==> src/rtl/game_flow_controller.sv <==
// Round/match sequencer for a two-tank game: menu, round setup, pre-round hold, play and
// game-over display, with per-player round scores and winner reporting.
module game_flow_controller #(
  parameter logic [7:0] READY_FRAMES    = 8'd120,
  parameter logic [7:0] GAMEOVER_FRAMES = 8'd180,
  parameter logic [3:0] WIN_SCORE       = 4'd3
) (
  input  logic       Clk,
  input  logic       Reset,
  input  logic       frame_clk,
  input  logic       start_key,
  input  logic       tank1_alive,
  input  logic       tank2_alive,
  output logic [2:0] state_o,
  output logic       game_reset,
  output logic       play_en,
  output logic       show_gameover,
  output logic [1:0] winner,
  output logic [3:0] score1,
  output logic [3:0] score2,
  output logic [7:0] frames_left
);

  typedef enum logic [2:0] {
    StMenu  = 3'd0,
    StSetup = 3'd1,
    StReady = 3'd2,
    StPlay  = 3'd3,
    StOver  = 3'd4
  } state_e;

  state_e     state_q, state_d;
  logic       frame_prev_q, start_prev_q;
  logic [3:0] score1_q, score1_d;
  logic [3:0] score2_q, score2_d;
  logic [1:0] winner_q, winner_d;
  logic [7:0] frames_q, frames_d;

  logic frame_tick, start_edge, match_done;

  assign frame_tick = frame_clk & ~frame_prev_q;
  assign start_edge = start_key & ~start_prev_q;
  assign match_done = (score1_q >= WIN_SCORE) || (score2_q >= WIN_SCORE);

  always_comb begin
    state_d  = state_q;
    score1_d = score1_q;
    score2_d = score2_q;
    winner_d = winner_q;
    frames_d = frames_q;
    case (state_q)
      StMenu: begin
        if (start_edge) begin
          score1_d = 4'd0;
          score2_d = 4'd0;
          winner_d = 2'b00;
          state_d  = StSetup;
        end
      end
      StSetup: begin
        frames_d = READY_FRAMES;
        state_d  = StReady;
      end
      StReady: begin
        if (frames_q == 8'd0) begin
          state_d = StPlay;
        end else if (frame_tick) begin
          frames_d = frames_q - 8'd1;
        end
      end
      StPlay: begin
        // A death overrides any frame tick arriving in the same cycle.
        if (!tank1_alive || !tank2_alive) begin
          frames_d = GAMEOVER_FRAMES;
          state_d  = StOver;
          if (!tank1_alive && !tank2_alive) begin
            winner_d = 2'b11;
          end else if (!tank1_alive) begin
            winner_d = 2'b10;
            if (score2_q != 4'hF) score2_d = score2_q + 4'd1;
          end else begin
            winner_d = 2'b01;
            if (score1_q != 4'hF) score1_d = score1_q + 4'd1;
          end
        end
      end
      StOver: begin
        if ((frames_q == 8'd0) || start_edge) begin
          state_d = match_done ? StMenu : StSetup;
        end else if (frame_tick) begin
          frames_d = frames_q - 8'd1;
        end
      end
      default: state_d = StMenu;
    endcase
  end

  always_ff @(posedge Clk) begin
    if (Reset) begin
      state_q      <= StMenu;
      frame_prev_q <= 1'b0;
      start_prev_q <= 1'b0;
      score1_q     <= 4'd0;
      score2_q     <= 4'd0;
      winner_q     <= 2'b00;
      frames_q     <= 8'd0;
    end else begin
      state_q      <= state_d;
      frame_prev_q <= frame_clk;
      start_prev_q <= start_key;
      score1_q     <= score1_d;
      score2_q     <= score2_d;
      winner_q     <= winner_d;
      frames_q     <= frames_d;
    end
  end

  assign state_o       = state_q;
  assign game_reset    = (state_q == StSetup);
  assign play_en       = (state_q == StPlay);
  assign show_gameover = (state_q == StOver);
  assign winner        = winner_q;
  assign score1        = score1_q;
  assign score2        = score2_q;
  assign frames_left   = frames_q;

endmodule
==> config.mk <==
export PLATFORM = sky130hd
export DESIGN_NAME = game_flow_controller
export DESIGN_NICKNAME = d
export VERILOG_FILES = /design/src/rtl/game_flow_controller.sv
export SDC_FILE = /design/constraint.sdc
export NUM_CORES = 1
export LEC_CHECK = 0
export CORE_MARGIN = 1
export CORE_UTILIZATION = 53
export DETAILED_ROUTE_END_ITERATION = 6
export HOLD_SLACK_MARGIN = 0.05
export PLACE_DENSITY_LB_ADDON = 0.15
export SETUP_SLACK_MARGIN = 0.15
export SYNTH_ARGS = -nofsm -noshare
export SYNTH_HDL_FRONTEND = slang
export SYNTH_SLANG_ARGS = --single-unit
==> constraint.sdc <==
create_clock -name Clk -period 3.06 [get_ports Clk]
set_input_delay 0.612 -clock Clk [delete_from_list [all_inputs] [get_ports Clk]]
set_output_delay 0.612 -clock Clk [all_outputs]
set_load 0.01 [all_outputs]
==> reports/metrics.yaml <==
status:
  status: "completed"
job:
  maxCapViolCount: 0
cts:
  clkLatencyLatePin_ns: 0.32
  path_clk_slew_ns: 0.13
  root_buffer: "clkbuf_4"
  cts_max_path_buffers: 2
  holdBufCountCts: 0
  numCtsBuffers: 3
  cts_tree: "done"
  htree_num_levels: 1
  cts.repair.resized: 0
  cts.sinks: 23
  cts_setup_buffers: 0
timing:
  rsz0062_at_grt: "false"
  setup_viol: 0
  finClkSkew_ns: 0.00306
  final.setup.tns_ns: 0
  worst_slew_pin_slew_ns: 0.674
  hold_slack_ns: 0.509
  post-route-min-period_ns: 2.71
  max_freq_mhz: 369
  relSlewSlack_pct: 55.0
  slew_viol_final: 0
  finalCritPeriodShare_pct: 88.6
  hold_viol: 0
placement:
  gp_congestion: 0.883
  portBuffers: 29
  hpwl_um: 2220
floorplan:
  core-area_mm2: 0.00230
  die_w_um: 52.3
  io_pins: 30
  fp.dieArea_mm2: 0.00273
  die_y_um: 52.3
  placementRows: 17
  start_util_pct: 58.3
synthesis:
  yosys.area.top_type: "dfxtp_1"
  synth_edf_count: 0
  ys_types: 46
  ys_seq_area_share_pct: 34.4
  dominantRegCellSynth: "dfxtp_1"
  ys_top_cells_by_area: "dfxtp_1 34%, nor2_1 6.7%, xnor2_1 5.2%, a21oi_1 4.9%, ha_1 2.8%"
  ys_ff_latch: 23
  yosys_warnings: 0
  syn-cell-area_mm2: 0.00134
  synth_nets: 166
  avgSynthCellArea_um2: 8.53
  synthArstFlopShare_pct: 0
  syn-instance-count: 157
  synth_top_area_share_pct: 34.4
grt:
  antenna_found_initial: 0
  grt_pass1_vias: 1114
  grt_max_degree: 20
  grt_use_total_pct: 25.0
  grt_pass1_wl_um: 4960
  grt_overflow: 0
drt:
  viasPerCell: 5.94
  drt_pre_antenna_iters: 4
  dr.first_iter.drc_count: 7
  ant_nets: 0
  via_count: 1266
  drt_wl_total_um: 3050
  wire_per_inst_um: 14.3
  route.detailed.drc: 0
power:
  seqPwrFrac_pct: 35.6
  powerDensity_mw_per_mm2: 759
  p_int_uw: 716
  power.leakage_uw: 0.000580
  switching_share_pct: 42.9
  clkPwrFrac_pct: 11.7
  switching_power_uw: 539
  peakVddDrop_uv: 496
  combPwrFrac_pct: 52.7
finish:
  layout_common_cells: "29 x clkdlybuf4s50_1, 24 x nor2_1, 23 x dfxtp_1"
  num-nets-final: 195
  final_common_cell: "clkdlybuf4s50_1"
  drive_gt1_share_pct: 8.11
  syn2layout_area_growth_pct: 23.5
  n_antenna_cell: 0
  final_util_pct: 71.9
critical_path:
  required_ns: 2.45
  worstPathMaxFanout: 15
  rr_startpoint: "state_o[2]"
  worst-setup-path-type: "register to primary output"
  ff2ff_path_depth: 5
  startpoint_type: "register"
  startpoint: "state_o[0]"
  cp-endpoint: "play_en"
  end_kind: "primary output"
  regToRegEndpoint: "frames_left[3]"
  r2r_slack_ns: 0.81
  arrival_ns: 2.10
worst_hold_path:
  min_from: "frames_left[7]"
  hold_path.class: "register to register"
[cells in the mapped netlist (2+ instances only)]
| master | count |
|---|---|
| nor2b_1 | 5 |
| dfxtp_1 | 23 |
| nor2_2 | 3 |
| or2_1 | 2 |
| buf_2 | 2 |
| a21oi_1 | 13 |
| mux2i_1 | 3 |
| o21ai_1 | 6 |
| or3_1 | 3 |
| o21a_1 | 2 |
| nand3_1 | 3 |
| nor3_1 | 5 |
| ha_1 | 3 |
| a32o_1 | 2 |
| nand2b_1 | 3 |
| xnor2_1 | 8 |
| nor4_1 | 6 |
| nor2_1 | 24 |
| nand2_1 | 7 |
| a311oi_1 | 2 |
| nor3b_1 | 2 |
| a31oi_1 | 2 |
| and2_1 | 2 |
| inv_1 | 4 |
[power groups by stage]
| stage | clock network [µW] | logic (µW) | registers, µW |
|---|---|---|---|
| global placement | 0 | 637 | 446 |
| CTS | 152 | 659 | 446 |
| finish | 147 | 661 | 447 |
| detailed placement | 0 | 656 | 453 |
| global route | 161 | 728 | 457 |
| floorplan | 0 | 488 | 434 |
[worst max-delay path: stages (launching register included)]
cell and delay [ns]:
dfxtp_1 0.70, nand3b_2 0.29, inv_1 0.23, clkdlybuf4s50_1 0.56
[per-stage QoR]
step | worst slack [ns] | std cells | area [µm²] | total power [µW]
final | 0.350 | 213 | 1650 | 1250
after CTS | 0.361 | 213 | 1650 | 1260
after floorplan | 1.06 | 157 | 1340 | 922
after global placement | 0.647 | 209 | 1630 | 1080
after detailed placement | 0.569 | 209 | 1630 | 1110
after global routing | 0.233 | 213 | 1650 | 1350
[worst min-delay path by stage]
stage / slack (ns) / to / depth (start not counted)
2_1_floorplan: 0.51 / frames_left[7] / 2
5_1_grt: 0.56 / winner[1] / 2
4_1_cts: 0.51 / frames_left[7] / 2
3_3_place_gp: 0.47 / winner[0] / 2
3_5_place_dp: 0.48 / winner[0] / 2
6_report: 0.51 / frames_left[7] / 2
[logic make-up (layout without fill, tap and decap cells)]
kind of cell | Yosys count | count (layout) | synth area share (%)
buf+inv | 10 | 38 | 4.49
flops | 23 | 23 | 34.4
xor+xnor | 9 | 9 | 5.89
mux | 3 | 3 | 2.24
simple gates | 73 | 73 | 30.2
compound gates | 36 | 36 | 20.0
fa+ha+maj | 3 | 3 | 2.80
[state kept, by name (all words and copies together) (netlist names)]
| name | cells |
|---|---|
| score1 | 4 |
| start_prev_q | 1 |
| frame_prev_q | 1 |
| state_o | 3 |
| winner | 2 |
| frames_left | 8 |
| score2 | 4 |
[final cells by class]
cell class              count  area, µm²
clock buffers               4       26.3
fillers                   208        644
multi-input cells         124        818
flip-flops and latches     23        460
repair buffers             30        298
well taps                  28       35.0
inverters                   4       15.0
[metal layers]
metal / global-route usage, % / vias to the layer above / part of all wire [%]
li1: - / 624 / -
met1: 32.9 / 602 / 48
met2: 40.6 / 35 / 47
met3: 4.35 / 5 / 4.0
met4: 9.21 / 0 / 1.4
met5: 0 / - / 0
(Power assumes the default switching activity.)
